### src/rtl/updown_counter_mod.sv
// updown_counter_mod: parametrised up/down counter with synchronous clear and
// load, wrap or saturate at 0/MAX, combinational terminal count for cascading
// and a registered one-cycle boundary pulse.
module updown_counter_mod #(
  parameter int unsigned WIDTH    = 8,
  parameter int unsigned MAX      = 2**WIDTH-1,
  parameter bit          SATURATE = 1'b0
) (
  input  logic             clk,
  input  logic             t_n,
  input  logic             clr,
  input  logic             c,
  input  logic             u,
  input  logic             l,
  input  logic [WIDTH-1:0] i,
  output logic [WIDTH-1:0] r,
  output logic             tc,
  output logic             ovf
);

  localparam logic [WIDTH-1:0] MAX_V      = MAX[WIDTH-1:0];
  localparam bit               FULL_RANGE = (MAX == 2**WIDTH-1);

  logic [WIDTH-1:0] r_count;
  logic             r_ovf;

  logic [WIDTH-1:0] w_load_val;
  logic [WIDTH-1:0] w_next;
  logic             w_ovf_next;
  logic             w_at_max;
  logic             w_at_zero;

  assign w_at_max  = (r_count == MAX_V);
  assign w_at_zero = (r_count == '0);

  // Load value clamped to MAX; with a full-range modulus no clamp is needed
  // and the comparison would be constant, so it is left out entirely.
  generate
    if (FULL_RANGE) begin : g_load_full
      always_comb w_load_val = i;
    end else begin : g_load_clamp
      always_comb w_load_val = (i > MAX_V) ? MAX_V : i;
    end
  endgenerate

  // Next count and boundary flag: clear, then load, then count; hold otherwise.
  always_comb begin
    w_next     = r_count;
    w_ovf_next = 1'b0;
    if (clr) begin
      w_next = '0;
    end else if (l) begin
      w_next = w_load_val;
    end else if (c) begin
      if (u) begin
        if (w_at_max) begin
          w_ovf_next = 1'b1;
          w_next     = SATURATE ? MAX_V : '0;
        end else begin
          w_next = r_count + 1'b1;
        end
      end else begin
        if (w_at_zero) begin
          w_ovf_next = 1'b1;
          w_next     = SATURATE ? '0 : MAX_V;
        end else begin
          w_next = r_count - 1'b1;
        end
      end
    end
  end

  // Count and boundary-pulse registers, cleared asynchronously by t_n.
  always_ff @(posedge clk or negedge t_n) begin
    if (!t_n) begin
      r_count <= '0;
      r_ovf   <= 1'b0;
    end else begin
      r_count <= w_next;
      r_ovf   <= w_ovf_next;
    end
  end

  // Terminal count: the coming edge is a boundary count event.
  always_comb begin
    tc = c & ~clr & ~l & ((u & w_at_max) | (~u & w_at_zero));
  end

  assign r   = r_count;
  assign ovf = r_ovf;

endmodule

### config.mk
export PLATFORM = sky130hd
export DESIGN_NAME = updown_counter_mod
export DESIGN_NICKNAME = d
export VERILOG_FILES = /design/src/rtl/updown_counter_mod.sv
export SDC_FILE = /design/constraint.sdc
export NUM_CORES = 1
export LEC_CHECK = 0
export CAP_MARGIN = 20
export CORE_UTILIZATION = 54
export CTS_BUF_LIST = sky130_fd_sc_hd__clkbuf_8
export DETAILED_ROUTE_END_ITERATION = 8
export HOLD_SLACK_MARGIN = 0.08
export PLACE_DENSITY = 0.88
export SYNTH_ARGS = -nofsm -noshare
export SYNTH_HDL_FRONTEND = slang
export SYNTH_SLANG_ARGS = --single-unit
### constraint.sdc
create_clock -name clk -period 3.9 [get_ports clk]
set_input_delay 0.39 -clock clk [delete_from_list [all_inputs] [get_ports clk]]
set_output_delay 0.39 -clock clk [all_outputs]
set_load 0.05 [all_outputs]
==> qor.txt, run 1 <==
status -> complete, no violations
number of buffers added on ports -> 23
synth top area cells -> dfrtp_1 (25%), ha_1 (4.1%), nor2_1 (3.7%), a2111oi_2 (3.3%), inv_1 (3.3%)
largest net degree at the start of global routing -> 14
asr flop ratio synth -> 100%
layout cells sized above 1 -> 10.9%
Max-slew headroom -> 65.3%
r2r startpoint -> r[0]$_DFFE_PN0P_
unrepaired setup endpoints after global routing -> no
initial antenna violation count -> 0
later-pin clock latency in the skew report -> 0.24 ns
Seq. cell area -> 225 µm²
ant diodes -> 0
top_reg_cell synth -> dfrtp_1
worst path arrival time -> 2.63 ns
Seq cells post-synth -> 9
FMAX -> 332 MHz
Cell Area, Placed -> 1110 µm²
Place WS -> 1.05 ns
GRT Total Usage -> 31.3%
WP data required -> 3.51 ns
Post-synth EDFFs -> 0
clock buffer depth -> 2
Initial Util -> 59.1%
cts hold-fix bufs -> 0
Worst Setup SP -> r[0]$_DFFE_PN0P_
post-synthesis cell count -> 110
Routed WL -> 2710 µm
overall power -> 0.363 mW
first-pass iteration count of the detailed router -> 4
cell taking the most area after synthesis -> dfrtp_1
# DRC -> 0
area of the multi-input gates -> 603 µm²
Worst setup EP type -> output pin
number of fillers in the final layout -> 117
wire length of the first global-routing pass -> 4350 µm
Setup Buffers After CTS -> 0
CTS root buf -> clkbuf_8
drt initial violations -> 50
Via density -> 6.99
htree depth -> 1
Synth Cell Area -> 911 µm²
sequential share of the synthesized area -> 24.7%
post-synthesis cell type count -> 47
Critical Path Fanout Max -> 8
clock period minus worst slack -> 3.02 ns
power per cell area -> 314 nW/µm²
setup violators final -> 0
Final nets -> 146
Slew Limit Fails -> 0
clock transition at the registers of the reported paths -> 0.05 ns
Ports -> 24
vias in the first global route -> 905
WS Path Type -> flop to output pin
gpl congestion -> 0.944
CTS-repair resized insts -> 0
routed via count -> 1,007
period utilization -> 77.3%
DRT antenna net count -> 0
Die Y-Extent -> 43.1 µm
grt ovf -> 0
CTS Buf Count -> 3
VDD IR-drop max -> 205 µV
top cell type's share of synthesized area -> 24.7%
Mapped Nets -> 127
crit start category -> flop
syn_area_per_cell -> 8.28 µm²
path type of the worst min-delay path -> input pin to asynchronous set/reset pin
Fin Setup TNS -> 0 ns
Die Span X -> 43.1 µm
Final Hold Vio Count -> 0
Ys Warns -> 0
Static Leak -> 0.443 nW
CTS tree -> done
max cap viols -> 0
FP Rows -> 14
CTS sink cnt -> 9
die area -> 1860 µm²
Core Util, Final -> 74.8%
clock skew -> 0.00775 ns
post-route setup slack -> 0.884 ns
post-DP HPWL -> 1910 µm
Area Growth Syn to Fin -> 26.6%
Core ar. -> 1540 µm²
Least-Margin Pin Slew -> 0.519 ns
post-route cell area -> 1150 µm²
WL/cell -> 18.8 µm
## registers in the layout, indices dropped and copies added (netlist names)
signal  flops
ovf         1
r           8
## final cells by class
type | instances | share of cell area, %
inverter | 8 | 2.60
tap | 16 | 1.74
clock buffer | 3 | 3.58
multi-input combinational | 84 | 52.3
timing repair buffer | 23 | 20.0
clock inverter | 1 | 0.325
sequential | 9 | 19.5
## report_power, final
part / internal (mW) / total (mW) / switching (mW)
Clock: 0.0690 / 0.110 / 0.0412
Sequential: 0.100 / 0.120 / 0.0199
Combinational: 0.0554 / 0.133 / 0.0772
Total: 0.224 / 0.363 / 0.138
## stage by stage
step | std cells | hold WS [ns]
final | 144 | 0.466
after global routing | 144 | 0.494
after CTS | 144 | 0.479
after detailed placement | 140 | 0.724
after global placement | 140 | 0.712
after floorplan | 110 | 0.0944
## path summary, 6_finish.rpt
| path | endpoint | slack [ns] | depth (start not counted) |
|---|---|---|---|
| setup / recovery | tc | 0.88 | 6 |
| hold / removal | r[3]$_DFFE_PN0P_ | 0.47 | 1 |
| setup reg to reg | r[4]$_DFFE_PN0P_ | 1.95 | 6 |
| hold reg to reg | r[0]$_DFFE_PN0P_ | 0.81 | 2 |
| max in group asynchronous | ovf$_DFF_PN0_ | 3.12 | 1 |
| min in group clk | r[1]$_DFFE_PN0P_ | 0.71 | 3 |
## cells by family (layout without fill, tap and decap cells)
logic type | count (synthesis) | in the layout | share of synthesized area, %
adder cells (fa/ha/maj) | 3 | 3 | 4.12
flip-flops | 9 | 9 | 24.7
buffers and inverters | 17 | 35 | 9.06
AND/OR/NAND/NOR | 38 | 38 | 23.6
multiplexers | 3 | 3 | 3.57
XOR/XNOR | 4 | 4 | 3.85
AO/OA/AOI/OAI | 36 | 36 | 31.0
## Yosys cell counts, types with 2 or more instances
library cell	number
o31ai_1	2
nand2_1	8
buf_6	2
dfrtp_1	9
o21ai_0	4
a311oi_1	2
a21oi_1	5
a21o_1	2
buf_2	3
nor3_1	4
nand3_1	4
clkbuf_1	3
mux2_2	2
a2111oi_2	2
a31oi_1	2
xnor2_1	2
nor3b_1	2
inv_1	8
a21boi_0	2
ha_1	3
o211ai_1	2
xor2_1	2
nor2_1	9
and4_1	2
or2_2	2
## metal layers
metal / track usage, % / vias to the layer above / part of all wire [%]
li1: - / 447 / -
met2: 50.9 / 67 / 49
met3: 4.26 / 17 / 7.1
met4: 12.7 / 0 / 3.4
met5: 0 / - / 0
met1: 41.6 / 476 / 40
## worst max-delay path, cell delays in order, from the launching register on
cell and delay, ns:
dfrtp_1 0.50, ha_1 0.34, nand2_1 0.17, nor3_1 0.28
a22oi_1 0.17, nor2_1 0.12, clkdlybuf4s50_1 0.81
## cells in the final DEF (no fill, tap or decap), types with 3 or more instances in the layout
cell / instances
a21oi_1: 5
nand3_1: 4
inv_1: 9
clkdlybuf4s50_1: 23
nor2_1: 9
clkbuf_8: 3
ha_1: 3
nand2_1: 8
o21ai_0: 4
nor3_1: 4
dfrtp_1: 9
(Power assumes the default switching activity.)
==> run 2, diff against run 1 <==
--- a/config.mk
+++ b/config.mk
@@ -6,11 +6,11 @@
 export NUM_CORES = 1
 export LEC_CHECK = 0
 export CAP_MARGIN = 20
-export CORE_UTILIZATION = 54
+export CORE_UTILIZATION = 45
 export CTS_BUF_LIST = sky130_fd_sc_hd__clkbuf_8
 export DETAILED_ROUTE_END_ITERATION = 8
 export HOLD_SLACK_MARGIN = 0.08
-export PLACE_DENSITY = 0.88
+export PLACE_DENSITY = 0.78
 export SYNTH_ARGS = -nofsm -noshare
 export SYNTH_HDL_FRONTEND = slang
 export SYNTH_SLANG_ARGS = --single-unit
==> constraint.sdc (replaced) <==
create_clock -name clk -period 2.7 [get_ports clk]
set_input_delay 0.27 -clock clk [delete_from_list [all_inputs] [get_ports clk]]
set_output_delay 0.27 -clock clk [all_outputs]
set_load 0.05 [all_outputs]
==> qor.txt, run 2 (same netlist as run 1, synthesis figures left out) <==
Cell Area, Placed -> 1120 µm² (was 1110 µm²)
unrepaired setup endpoints after global routing -> no (unchanged)
critical-path cell list -> nor4_2 -> and2_1 -> a22oi_1 -> nor2_1 -> buf_4 (was ha_1 -> nand2_1 -> nor3_1 -> a22oi_1 -> nor2_1 -> clkdlybuf4s50_1)
gpl congestion -> 0.945 (was 0.944)
layout cells sized above 1 -> 11.7% (was 10.9%)
post-DP HPWL -> 1920 µm (was 1910 µm)
Setup Buffers After CTS -> 0 (unchanged)
Worst setup EP type -> output pin (unchanged)
Fin Setup TNS -> 0 ns (unchanged)
vias in the first global route -> 885 (was 905)
WP data required -> 2.43 ns (was 3.51 ns)
htree depth -> 1 (unchanged)
Initial Util -> 50.6% (was 59.1%)
Die Y-Extent -> 47.0 µm (was 43.1 µm)
Reg2Reg Depth -> 6 (unchanged)
CTS sink cnt -> 9 (unchanged)
CTS-repair resized insts -> 0 (unchanged)
Slew Limit Fails -> 0 (unchanged)
later-pin clock latency in the skew report -> 0.24 ns (about the same)
Least-Margin Pin Slew -> 0.529 ns (was 0.519 ns)
Reg-to-Reg End -> r[4]$_DFFE_PN0P_ (unchanged)
most common cell after layout, fill and taps aside -> clkdlybuf4s50_1 (unchanged)
GRT Total Usage -> 28.0% (was 31.3%)
clock buffer depth -> 2 (unchanged)
grt ovf -> 0 (unchanged)
path type of the worst min-delay path -> input pin to asynchronous set/reset pin (unchanged)
Crit-path slowest cell -> nor4_2 (was clkdlybuf4s50_1)
Core ar. -> 1800 µm² (was 1540 µm²)
initial antenna violation count -> 0 (unchanged)
Critical Path Fanout Max -> 9 (was 8)
worst path arrival time -> 1.96 ns (was 2.63 ns)
Hold Slack -> 0.356 ns (was 0.466 ns)
VDD IR-drop max -> 304 µV (was 205 µV)
ant diodes -> 0 (unchanged)
WL/cell -> 17.5 µm (was 18.8 µm)
wire length of the first global-routing pass -> 4170 µm (was 4350 µm)
Max-slew headroom -> 64.6% (was 65.3%)
crit start category -> flop (unchanged)
CTS tree -> done (unchanged)
clock period minus worst slack -> 2.23 ns
clock skew -> 0.00101 ns (was 0.00775 ns)
WS Path Type -> flop to output pin (unchanged)
Die Span X -> 47.0 µm (was 43.1 µm)
CP top delay family -> simple AND/OR/NAND/NOR gates (was buffers and inverters)
most frequent cells in the layout -> clkdlybuf4s50_1 (22), inv_1 (9), nor2_1 (9), dfrtp_1 (9), nand2_1 (8) (was clkdlybuf4s50_1 (23), inv_1 (9), nor2_1 (9), dfrtp_1 (9), nand2_1 (8))
drt initial violations -> 54 (was 50)
Routed WL -> 2670 µm (was 2710 µm)
clock transition at the registers of the reported paths -> 0.05 ns (about the same)
FMAX -> 449 MHz
overall power -> 0.527 mW (was 0.363 mW)
r2r startpoint -> r[0]$_DFFE_PN0P_ (unchanged)
max cap viols -> 0 (unchanged)
DRT antenna net count -> 0 (unchanged)
period utilization -> 82.5%
CTS root buf -> clkbuf_8 (unchanged)
CTS Buf Count -> 3 (unchanged)
Ports -> 24 (unchanged)
Area Growth Syn to Fin -> 27.6% (was 26.6%)
Static Leak -> 0.445 nW (was 0.443 nW)
first-pass iteration count of the detailed router -> 4 (unchanged)
largest net degree at the start of global routing -> 14 (unchanged)
max FFs per register -> 8 (unchanged)
die area -> 2210 µm² (was 1860 µm²)
Final nets -> 146 (unchanged)
slowest stage delay, CP -> 0.54 ns (was 0.81 ns)
post-route cell area -> 1160 µm² (was 1150 µm²)
power per cell area -> 454 nW/µm² (was 314 nW/µm²)
routed via count -> 983 (was 1,007)
status -> complete, no violations (unchanged)
Via density -> 6.42 (was 6.99)
Bufs and invs on worst path -> 1 (unchanged)
number of buffers added on ports -> 23 (unchanged)
number of fillers in the final layout -> 174 (was 117)
setup violators final -> 0 (unchanged)
# DRC -> 0 (unchanged)
FF-to-FF setup slack -> 0.73 ns (was 1.95 ns)
cts hold-fix bufs -> 0 (unchanged)
Final Hold Vio Count -> 0 (unchanged)
Core Util, Final -> 64.5% (was 74.8%)
FP Rows -> 15 (was 14)
==> run 2: worst max-delay path by stage <==
stage,startpoint,end,cells after the start
CTS,r[4]$_DFFE_PN0P_,tc,5
detailed placement,u,tc,6
global placement,u,tc,6
finish,r[4]$_DFFE_PN0P_,tc,5
floorplan,r[5]$_DFFE_PN0P_,tc,5
global route,r[4]$_DFFE_PN0P_,tc,5
==> run 2: cell type report <==
type,instances,area [µm²],area share [%]
Clock inverter,1,3.75,0.323
Timing Repair Buffer,23,228,19.6
Tap cell,25,31.3,2.69
Sequential cell,9,225,19.4
Clock buffer,3,41.3,3.55
Inverter,8,30.0,2.58
Multi-Input combinational cell,84,603,51.9
==> run 2: metal layers <==
metal | global-route usage (%) | vias up | wire (µm)
met5 | 0 | - | 0
met4 | 10.9 | 0 | 21
met3 | 6.54 | 3 | 314
met2 | 43.9 | 62 | 1290
met1 | 37.3 | 471 | 1050
li1 | - | 447 | -
==> run 2: per-stage QoR <==
stage | setup slack (ns) | std cells
floorplan | 0.320 | 110
global placement | 0.743 | 149
detailed placement | 0.701 | 149
CTS | 0.516 | 153
global route | 0.340 | 153
finish | 0.472 | 153
==> run 2: report_power, final <==
part           internal [mW]  switching (mW)  leakage, nW
clock network         0.0998          0.0620       0.0269
registers              0.144          0.0292        0.119
logic                 0.0800           0.112        0.300
total                  0.324           0.203        0.445
==> run 2: worst register-to-register path, stage by stage (launching register included) <==
cell and delay [ns]:
dfrtp_1 0.47, inv_1 0.19, ha_1 0.19, nor3b_2 0.34
a21o_1 0.25, o221ai_1 0.19, a221oi_2 0.25
